File: config.mk
export PLATFORM = sky130hd
export DESIGN_NAME = reg_alu_seq
export DESIGN_NICKNAME = d
export VERILOG_FILES = /design/src/rtl/reg_alu_seq.sv
export SDC_FILE = /design/constraint.sdc
export NUM_CORES = 1
export LEC_CHECK = 0
export CAP_MARGIN = 20
export CORE_MARGIN = 2
export CORE_UTILIZATION = 53
export DETAILED_ROUTE_END_ITERATION = 8
export HOLD_SLACK_MARGIN = 0.1
export MAX_ROUTING_LAYER = met4
export PLACE_DENSITY = 0.84
export SYNTH_ARGS = -nofsm -noshare
export SYNTH_HDL_FRONTEND = slang
export SYNTH_SLANG_ARGS = --single-unit
File: constraint.sdc
create_clock -name clk -period 6.9 [get_ports clk]
set_input_delay 0.69 -clock clk [delete_from_list [all_inputs] [get_ports clk]]
set_output_delay 0.69 -clock clk [all_outputs]
set_load 0.02 [all_outputs]
File: src/rtl/reg_alu_seq.sv
// reg_alu_seq: instruction sequencer that feeds the register-file/ALU datapath.
// A small FIFO buffers 16-bit instruction words. One word is decoded per cycle
// into registered datapath controls. A HALT instruction is sticky until reset.
// Optional feature: define REG_ALU_SEQ_RETIRE_CNT_EN to add the 16-bit
// 'retired' output, which counts issued LOAD and ALU instructions.
module reg_alu_seq #(
  parameter int DEPTH = 4,
  parameter int AW    = 2
) (
  input  logic        clk,
  input  logic        reset,
  input  logic [15:0] instr_in,
  input  logic        instr_valid,
  output logic        instr_ready,
  output logic        sel,
  output logic        wr,
  output logic [1:0]  op,
  output logic [2:0]  rd_addr_a,
  output logic [2:0]  rd_addr_b,
  output logic [2:0]  wr_addr,
  output logic [15:0] d_in,
  output logic        busy,
`ifdef REG_ALU_SEQ_RETIRE_CNT_EN
  output logic [15:0] retired,
`endif
  output logic        halted
);

  typedef enum logic [1:0] {S_IDLE, S_EXEC, S_HALT} state_t;

  localparam logic [1:0] T_LOAD = 2'b00;
  localparam logic [1:0] T_ALU  = 2'b01;
  localparam logic [1:0] T_NOP  = 2'b10;
  localparam logic [1:0] T_HALT = 2'b11;

  // Bundle of the registered datapath controls, so hold/clear is one assignment.
  typedef struct packed {
    logic        sel;
    logic        wr;
    logic [1:0]  op;
    logic [2:0]  rd_addr_a;
    logic [2:0]  rd_addr_b;
    logic [2:0]  wr_addr;
    logic [15:0] d_in;
  } ctl_t;

  state_t        state, state_nxt;
  ctl_t          ctl, ctl_nxt;

  logic [15:0]   mem [DEPTH];
  logic [AW-1:0] wptr, rptr;
  logic [AW:0]   count;
  logic          full, push, pop;
  logic [15:0]   head;

  assign full        = (count == (AW+1)'(DEPTH));
  assign halted      = (state == S_HALT);
  assign instr_ready = !full && !halted && !reset;
  assign push        = instr_valid && instr_ready;
  // A pop uses only the count registered before this edge. A word pushed into
  // an empty FIFO therefore waits one edge; there is no bypass path.
  assign pop         = (state != S_HALT) && (count != '0);
  assign head        = mem[rptr];
  assign busy        = (state == S_EXEC) || (count != '0);

  // FIFO storage. The contents need no reset because count gates every read.
  always_ff @(posedge clk) begin
    if (push) mem[wptr] <= instr_in;
  end

  // FIFO pointers and occupancy. A simultaneous push and pop leaves count unchanged.
  always_ff @(posedge clk) begin
    if (reset) begin
      wptr  <= '0;
      rptr  <= '0;
      count <= '0;
    end else begin
      if (push) wptr <= wptr + AW'(1);
      if (pop)  rptr <= rptr + AW'(1);
      count <= count + (AW+1)'(push) - (AW+1)'(pop);
    end
  end

  // State register and registered datapath controls.
  always_ff @(posedge clk) begin
    if (reset) begin
      state <= S_IDLE;
      ctl   <= '0;
    end else begin
      state <= state_nxt;
      ctl   <= ctl_nxt;
    end
  end

  // Decode the head word. Outputs hold by default, and wr is a one-cycle strobe.
  always_comb begin
    state_nxt  = state;
    ctl_nxt    = ctl;
    ctl_nxt.wr = 1'b0;
    case (state)
      S_HALT: state_nxt = S_HALT;
      default: begin
        if (pop) begin
          state_nxt = S_EXEC;
          case (head[15:14])
            T_LOAD: begin
              ctl_nxt.sel       = 1'b0;
              ctl_nxt.wr        = 1'b1;
              ctl_nxt.op        = 2'b00;
              ctl_nxt.rd_addr_a = 3'd0;
              ctl_nxt.rd_addr_b = 3'd0;
              ctl_nxt.wr_addr   = head[11:9];
              ctl_nxt.d_in      = {7'd0, head[8:0]};
            end
            T_ALU: begin
              ctl_nxt.sel       = 1'b1;
              ctl_nxt.wr        = 1'b1;
              ctl_nxt.op        = head[13:12];
              ctl_nxt.rd_addr_a = head[8:6];
              ctl_nxt.rd_addr_b = head[5:3];
              ctl_nxt.wr_addr   = head[11:9];
              ctl_nxt.d_in      = 16'd0;
            end
            T_NOP:   state_nxt = S_EXEC;
            T_HALT:  state_nxt = S_HALT;
            default: state_nxt = S_EXEC;
          endcase
        end else begin
          state_nxt = S_IDLE;
        end
      end
    endcase
  end

  assign sel       = ctl.sel;
  assign wr        = ctl.wr;
  assign op        = ctl.op;
  assign rd_addr_a = ctl.rd_addr_a;
  assign rd_addr_b = ctl.rd_addr_b;
  assign wr_addr   = ctl.wr_addr;
  assign d_in      = ctl.d_in;

`ifdef REG_ALU_SEQ_RETIRE_CNT_EN
  logic [15:0] retired_q;

  // Count issued register writes. LOAD and ALU both have a clear bit 15.
  always_ff @(posedge clk) begin
    if (reset)                 retired_q <= 16'd0;
    else if (pop && !head[15]) retired_q <= retired_q + 16'd1;
  end

  assign retired = retired_q;
`endif

endmodule

After elaboration in Yosys (flattened, before gate mapping)
Memories as Yosys holds them, arrays and structs flattened. A register that Yosys moved wholly into a read port is not among the register bits.
Cells that the tools add are included.
{"block": "word_totals", "regBits": 38, "ram_bits": 64, "input_bits": 19, "out_inout_bits": 32, "wordCells": 46, "mem_count": 1}
{"memory": "mem", "words": 4, "word_bits": 16, "rd": 1, "rd_clocked_by_memory_dff": 1, "write_ports": 1, "line_no": "50", "rtl": "logic [15:0] mem [DEPTH];"}
{"block": "classes", "n_addsub": 4, "eq_ne": 6, "n_mux": 8, "bitwise_logic": 2, "n_reduce_logical": 13}
{"operator": "29-bit one-hot mux with 2 select lines", "n": 1}
{"operator": "2-bit 2-to-1 mux", "n": 5}
{"operator": "2-bit by 1-bit adder with 2-bit output (second input constant)", "n": 2}
{"operator": "2-bit by 1-bit == test with 1-bit output (second input constant)", "n": 2}
{"operator": "2-bit == test (second input constant)", "n": 2}
{"operator": "1-bit logical AND", "n": 4}
{"operator": "3-bit by 1-bit adder with 3-bit output", "n": 1}
{"operator": "3-bit == test (second input constant)", "n": 1}
{"operator": "1-bit logical NOT", "n": 3}
{"operator": "3-bit AND reduction", "n": 1}
{"operator": "3-bit nonzero test", "n": 1}
{"operator": "3-bit OR reduction", "n": 1}
{"operator": "3-bit by 1-bit subtractor with 3-bit output", "n": 1}
{"operator": "2-bit logical NOT", "n": 1}
{"operator": "1-bit 2-to-1 mux", "n": 2}
{"operator": "2-bit != test (second input constant)", "n": 1}
{"operator": "1-bit NOT", "n": 2}
{"operator": "2-bit nonzero test", "n": 1}
{"operator": "1-bit logical OR", "n": 1}

Logic depth before layout (Yosys ltp)
Gate-level depths: netlist (run 1).
{"block": "logic_depth", "word_depth": 7, "depth_mapped": 11, "ltp_nobuf": 11}

Worst setup path before layout (run 1)
OpenSTA, ideal clock, no wires.
{"block": "synth_path", "path_kind": "reg-to-reg", "start": "reg state[0]", "end": "reg count[2]", "arrival_ps": 2544, "t_required_ps": 6772, "path_slack_ps": 4229, "path_stages_with_launch": 12, "path_buffers": 0, "period_less_slack_ps": 2671, "path_cell_list": "dfxtp_1 > nand2b_1 > clkinv_1 > a2111oi_4 > inv_1 > ha_1 > inv_1 > ha_1 > fa_1 > xnor2_1 > xnor2_1 > nor2_1"}
{"block": "synth_between", "elab_chain_cells": 7, "word_cells_on_any_way": 9, "cone_classes": "add/sub: 2; eq/ne: 2; reduce/logical: 5"}
{"element": "start: declaration", "line_no": "47", "rtl": "state_t state, state_nxt;"}
{"element": "start signal: assignment", "line_no": "90", "rtl": "state <= state_nxt;"}
{"element": "2-bit == test", "line_no": "57", "rtl": "assign halted = (state == S_HALT);"}
{"element": "named net halted", "line_no": "26", "rtl": "output logic halted"}
{"element": "1-bit logical NOT", "line_no": "58", "rtl": "assign instr_ready = !full && !halted && !reset;"}
{"element": "1-bit logical AND (2 in series)", "line_no": "58"}
{"element": "1-bit logical AND", "line_no": "59", "rtl": "assign push = instr_valid && instr_ready;"}
{"element": "3-bit by 1-bit adder with 3-bit output", "line_no": "80", "rtl": "count <= count + (AW+1)'(push) - (AW+1)'(pop);"}
{"element": "3-bit by 1-bit subtractor with 3-bit output", "line_no": "80"}
{"element": "end signal: assignment", "line_no": "80"}
{"element": "end: declaration", "line_no": "52", "rtl": "logic [AW:0] count;"}
The timed path passes the listed nets, and every way through them passes these cells.
A chain may end at the register's enable or synchronous reset.

Worst setup path in the final report (run 1)
{"block": "layout_path", "start": "in reset", "end": "reg count[2]"}
{"block": "layout_between", "elab_chain_cells": 5}
{"element": "start: declaration", "line_no": "11", "rtl": "input logic reset,"}
{"element": "1-bit logical NOT", "line_no": "58"}
{"element": "1-bit logical AND", "line_no": "58"}
{"element": "1-bit logical AND", "line_no": "59"}
{"element": "3-bit by 1-bit adder with 3-bit output", "line_no": "80"}
{"element": "3-bit by 1-bit subtractor with 3-bit output", "line_no": "80"}
Several ways; a longest one is shown, not always the timed one.

==> reports/metrics.yaml, run 1 <==
nFillCells: 549
worst-setup-path-type: "in2reg"
yosys.area_share.adder_pct: 2.538
die-area_um2: 7759
design.portCount: 51
min_path_type: "reg2reg"
grt-ovfl-total: 0
synth_area_leader_cell: "edfxtp_1"
period_minus_slack_ns: 2.955
drt-initial-drc-count: 123
area_growth_pct: 16.69
vias: 2044
avgSynthCellArea_um2: 15.17
slowest_stage: "a2111oi_4"
initial_core_util_pct: 54.85
synth_seq_cells: 97
rr_startpoint: "state[0]$_SDFF_PP0_"
htreeDepth: 3
remaining_drc_errors: 0
finalClockSkew_ns: 0.01029
synth-simple-area-share_pct: 8.948
nets: 316
rsz0062_at_grt: "false"
holdPathStages: 2
cp_cell_sequence: "clkdlybuf4s50_1 > buf_4 > a2111oi_4 > inv_1 > ha_1 > inv_1 > ha_1 > fa_1 > xnor2_1 > xnor2_1 > nor2_1"
crit_path_start_kind: "input pin"
diodes: 0
total_power_w: 0.001612
root_buffer: "clkbuf_8"
synth_top_area_share_pct: 51.29
final-seq-area_um2: 2582
hp-start: "rd_addr_a[0]$_SDFFE_PP0P_"
grt_pass1_wl_mm: 9.942
reg2regPathDepth: 11
clock.fmax_mhz: 338.4
rrSetupSlack_ns: 4.12
synth.distinct_cells: 31
postCtsHoldBufs: 0
finalSetupViolCount: 0
max_stage_delay_ns: 0.48
postCtsSetupBuffers: 0
die_h_um: 88.09
path_delay_family: "adder cells"
powerDensity_nw_per_um2: 368.7
path_buf_inv: 4
grt_max_degree: 35
synth_top_family_by_area: "multiplexers"
slew_headroom_pct: 39.08
r2r-end: "count[2]$_SDFF_PP0_"
final_cell_mix: "edfxtp_1, clkdlybuf4s50_1, dfxtp_1"
drt-total-wl_mm: 6.222
ctsResizeCount: 0
tightest_slew_ns: 0.9137
fin_crit_sh_pct: 42.83
netlist_instances: 247
coreArea_um2: 6832
yosysWarningCount: 0
drive_gt1_share_pct: 11.86
cts_made_buffers: 9
finalHoldViolations: 0
routabilityCongestion: 0.7507
status: "complete, no violations"
synth_xor_area_share_pct: 1.169
worstPathRequired_ns: 7.14
final_common_cell: "edfxtp_1"
crit_start: "reset"
synth_area_leaders: "edfxtp_1, dfxtp_1, mux4_2"
path_clk_slew_ns: 0.09
tns_ns: 0
cts_tree: "built"
ys_seq_area_share_pct: 68.91
cap_violations: 0
hold_end: "rd_addr_a[0]$_SDFFE_PP0P_"
grt_pass1_vias: 2041
peakVddDrop_v: 0.0001830
syn-cell-area_um2: 3747
row_count: 30
end_kind: "flop"
track_usage_pct: 18.40
clock-sinks: 97
portBuffers: 43
dpl.hpwl_mm: 3.990
synth_compound_area_share_pct: 4.007
antenna_left: 0
multi_input_area_um2: 1021
cp.arrival_ns: 3.20
crit_fanout: 34
dr.pass1.iters: 4
maxSlewViolCount: 0
synth.mux.area_fraction_pct: 9.883
clk_path_buf_depth: 2
antenna_found_initial: 0
wl_per_cell_um: 15.91
viasPerCell: 5.228
insertion_delay_ns: 0.36
fp.dieW_um: 88.09
leakage_nw: 1.428
-- logic make-up after synthesis --
family          count (synthesis)
other cells                     1
xor+xnor                        5
mux                            17
simple gates                   66
buf+inv                        29
compound gates                 25
flops                          97
fa+ha+maj                       7
-- per-stage QoR --
step | util [%] | cells | setup slack [ns] | cell area [µm²] | hold WS [ns]
5_1_grt | 64.01 | 391 | 3.799 | 4373 | 0.4789
3_3_place_gp | 61.63 | 375 | 3.646 | 4210 | 0.4430
2_1_floorplan | - | 253 | 4.229 | 3770 | 0.4847
3_5_place_dp | 61.63 | 375 | 3.563 | 4210 | 0.4487
6_report | 64.01 | 391 | 3.945 | 4373 | 0.4571
4_1_cts | 64.01 | 391 | 3.948 | 4373 | 0.4609
-- worst max-delay path by stage --
stage                               end  slack, ns  cells past startpoint
global route        count[2]$_SDFF_PP0_       3.80                     11
floorplan           count[2]$_SDFF_PP0_       4.23                     11
detailed placement  count[2]$_SDFF_PP0_       3.56                     11
CTS                 count[2]$_SDFF_PP0_       3.95                     11
global placement    count[2]$_SDFF_PP0_       3.65                     11
finish              count[2]$_SDFF_PP0_       3.94                     11
-- worst reg2reg max path, cell delays in order (launching register included) --
cell and delay (ns):
dfxtp_1 0.33, nand2b_1 0.16, clkinv_1 0.25, a2111oi_4 0.56
inv_1 0.09, ha_1 0.29, inv_1 0.04, ha_1 0.18
fa_1 0.38, xnor2_1 0.19, xnor2_1 0.14, nor2_1 0.05
-- Yosys cell counts --
master / n
edfxtp_1: 64
dfxtp_1: 33
nand2_1: 26
a21oi_1: 22
mux4_2: 16
buf_4: 9
nand3_1: 9
nand3b_1: 9
inv_1: 8
nor2_1: 8
clkbuf_1: 7
ha_1: 6
and2_1: 5
xnor2_1: 4
buf_6: 3
nor2b_1: 2
nor4_1: 2
a2111oi_4: 1
a211oi_1: 1
buf_2: 1
clkinv_1: 1
conb_1: 1
fa_1: 1
mux2i_1: 1
nand2b_1: 1
nor3_1: 1
nor3_2: 1
o21ai_0: 1
or3_1: 1
or3_4: 1
xor2_1: 1
-- report_power, final --
| group | leakage [nW] | switching [W] | internal [W] |
|---|---|---|---|
| Clock | 0.0813 | 0.000178 | 0.000130 |
| Sequential | 0.850 | 0.0000580 | 0.000701 |
| Combinational | 0.497 | 0.000290 | 0.000254 |
| Total | 1.43 | 0.000527 | 0.00109 |
-- state kept, by name, summed over array words and instances (netlist names), named ones only --
| register | count |
|---|---|
| wr | 1 |
| rptr | 2 |
| rd_addr_a | 3 |
| state | 2 |
| count | 3 |
| mem | 64 |
| d_in | 9 |
| rd_addr_b | 3 |
| sel | 1 |
| op | 2 |
| wptr | 2 |
| wr_addr | 3 |
-- metal layers --
metal,GRT usage (%),share of wire [%],wire length (µm),up-vias
li1,-,-,-,975
met1,21.81,41,2563,991
met2,29.68,51,3174,66
met3,6.409,6.4,396,12
met4,6.061,1.4,88,0
met5,-,0,0,-
-- area by class of cell --
type | count | area share [%]
clock buffers | 11 | 3.004
clock inverters | 5 | 0.7153
flip-flops and latches | 97 | 59.06
inverters | 9 | 0.7725
repair buffers | 46 | 10.36
multi-input cells | 127 | 23.35
well taps | 96 | 2.747
Note: power is estimated with default switching activity, not from simulation.
==> run 2, diff against run 1 <==
CORE_UTILIZATION = 49   (was 53)
PLACE_DENSITY = 0.82   (was 0.84)
clock period = 2.7 ns   (was 6.9 ns; I/O delays follow)
==> run 2 against run 1 <==
  * Routed wire length decreased by 2.6%
  * Power rose to 2.7 times the previous value
  * Combinational power rose to 2.7 times the previous value
  * Critical path depth stayed put
  * Core utilization fell by 2.6 points
  * Non-clock buffer count increased by 9
  * Global-route usage down 2.5 points
  * Critical endpoint unchanged
  * Largest power group unchanged
  * Highest routed layer unchanged
==> reports/metrics.yaml, run 2 (synthesis results as in run 1) <==
setup_ws_ns: 0.2299  # -3.715 ns
final_cell_mix: "edfxtp_1, clkdlybuf4s50_1, dfxtp_1"
die_h_um: 91.45  # +3.8%
worstPathRequired_ns: 2.94  # -4.20 ns
path_clk_slew_ns: 0.10  # about the same
powerDensity_nw_per_um2: 971.7  # +160%
place_ws_ns: 0.1766  # -3.386 ns
cts_tree: "built"
regMostFlops: "mem"
postCtsSetupBuffers: 0  # unchanged
vias: 2037  # -0.34%
finalHoldViolations: 0  # unchanged
root_buffer: "clkbuf_8"
min_path_type: "reg2reg"
portBuffers: 43  # unchanged
nets: 325  # +2.8%
cp.arrival_ns: 2.71  # -0.49 ns
clock.fmax_mhz: 404.8
grt_max_degree: 34  # -2.9%
place_inst: 387  # +3.2%
holdWs_ns: 0.4556  # -0.001448 ns
design.portCount: 51  # unchanged
htreeDepth: 3  # unchanged
crit_fanout: 3  # -91%
peakVddDrop_v: 0.0003989  # +120%
tns_ns: 0  # unchanged
status: "complete, no violations"
finalNonFillerCells: 403  # +3.1%
diodes: 0  # unchanged
grt_pass1_wl_mm: 9.791  # -1.5%
worst-setup-path-type: "reg2reg"
dr.pass1.iters: 4  # unchanged
end_kind: "flop"
finalClockSkew_ns: 0.01859  # +0.008300 ns
antenna_found_initial: 0  # unchanged
largest_reg_flops: 64  # unchanged
remaining_drc_errors: 0  # unchanged
viasPerCell: 5.055  # -3.3%
dpl.hpwl_mm: 4.083  # +2.3%
drive_gt1_share_pct: 15.13  # +3.3 points
initial_core_util_pct: 51.12  # -3.7 points
wl_per_cell_um: 15.04  # -5.5%
fp.dieW_um: 91.45  # +3.8%
rsz0062_at_grt: "false"
antenna_left: 0  # unchanged
drt-initial-drc-count: 198  # +61%
row_count: 31  # +3.3%
grt_pass1_vias: 1959  # -4.0%
fin_crit_sh_pct: 91.49
finalSetupViolCount: 0  # unchanged
drt-total-wl_mm: 6.062  # -2.6%
routabilityCongestion: 0.6854  # -8.7%
holdPathStages: 2  # unchanged
ctsResizeCount: 0  # unchanged
cts_made_buffers: 9  # unchanged
grt-ovfl-total: 0  # unchanged
reg2regPathDepth: 11  # unchanged
leakage_nw: 1.502  # +5.1%
coreArea_um2: 7331  # +7.3%
crit_path_start_kind: "flop"
area_growth_pct: 20.07
period_minus_slack_ns: 2.470
cap_violations: 0  # unchanged
insertion_delay_ns: 0.35  # about the same
final_common_cell: "edfxtp_1"
die-area_um2: 8363  # +7.8%
postCtsHoldBufs: 0  # unchanged
clk_path_buf_depth: 2  # unchanged
maxSlewViolCount: 0  # unchanged
track_usage_pct: 15.91  # -2.5 points
clock-sinks: 97  # unchanged
==> run 2: report_power, final <==
part	internal (W)	total (W)	switching, W
combinational	0.000695	0.00147	0.000778
sequential	0.00179	0.00191	0.000119
clock	0.000525	0.000990	0.000465
total	0.00301	0.00437	0.00136
==> run 2: per-layer routing <==
layer  wire length, µm  global-route usage, %  part of all wire (%)  up-vias
met5                 0                      -                     0        -
met4                87                  6.439                   1.4        0
met3               362                  3.568                   6.0        6
met2              2979                  24.63                    49       69
met1              2633                  20.52                    43      972
li1                  -                      -                     -      990
==> run 2: layout make-up <==
class / count / area (µm²)
inverters: 9 / 33.78
flip-flops and latches: 97 / 2582
clock buffers: 10 / 127.6
well taps: 99 / 123.9
fillers: 561 / 2831
repair buffers: 55 / 520.5
multi-input cells: 127 / 1021
clock inverters: 6 / 90.09
==> run 2: metrics by stage <==
step,area (µm²),utilization [%],total power [W]
after CTS,4499,61.38,0.004423
final,4499,61.38,0.004372
after floorplan,3770,-,0.002971
after detailed placement,4282,58.41,0.003428
after global placement,4282,58.41,0.003376
after global routing,4499,61.38,0.004605
==> run 2: worst paths after layout <==
check / start / to / slack, ns
worst max register to register: state[0]$_SDFF_PP0_ / count[2]$_SDFF_PP0_ / 0.23
worst max-delay path: state[0]$_SDFF_PP0_ / count[2]$_SDFF_PP0_ / 0.23
worst min register to register: d_in[5]$_SDFFE_PP0P_ / d_in[5]$_SDFFE_PP0P_ / 0.46
worst min-delay path: d_in[5]$_SDFFE_PP0P_ / d_in[5]$_SDFFE_PP0P_ / 0.46
==> run 2: critical path, cell delays in order, from the launching register on <==
cell       delay [ns]
dfxtp_1          0.34
nand2b_1         0.17
clkinv_1         0.14
a2111oi_4        0.36
inv_1            0.08
ha_1             0.29
inv_1            0.05
ha_1             0.19
fa_1             0.37
xnor2_1          0.18
xnor2_1          0.14
nor2_1           0.05
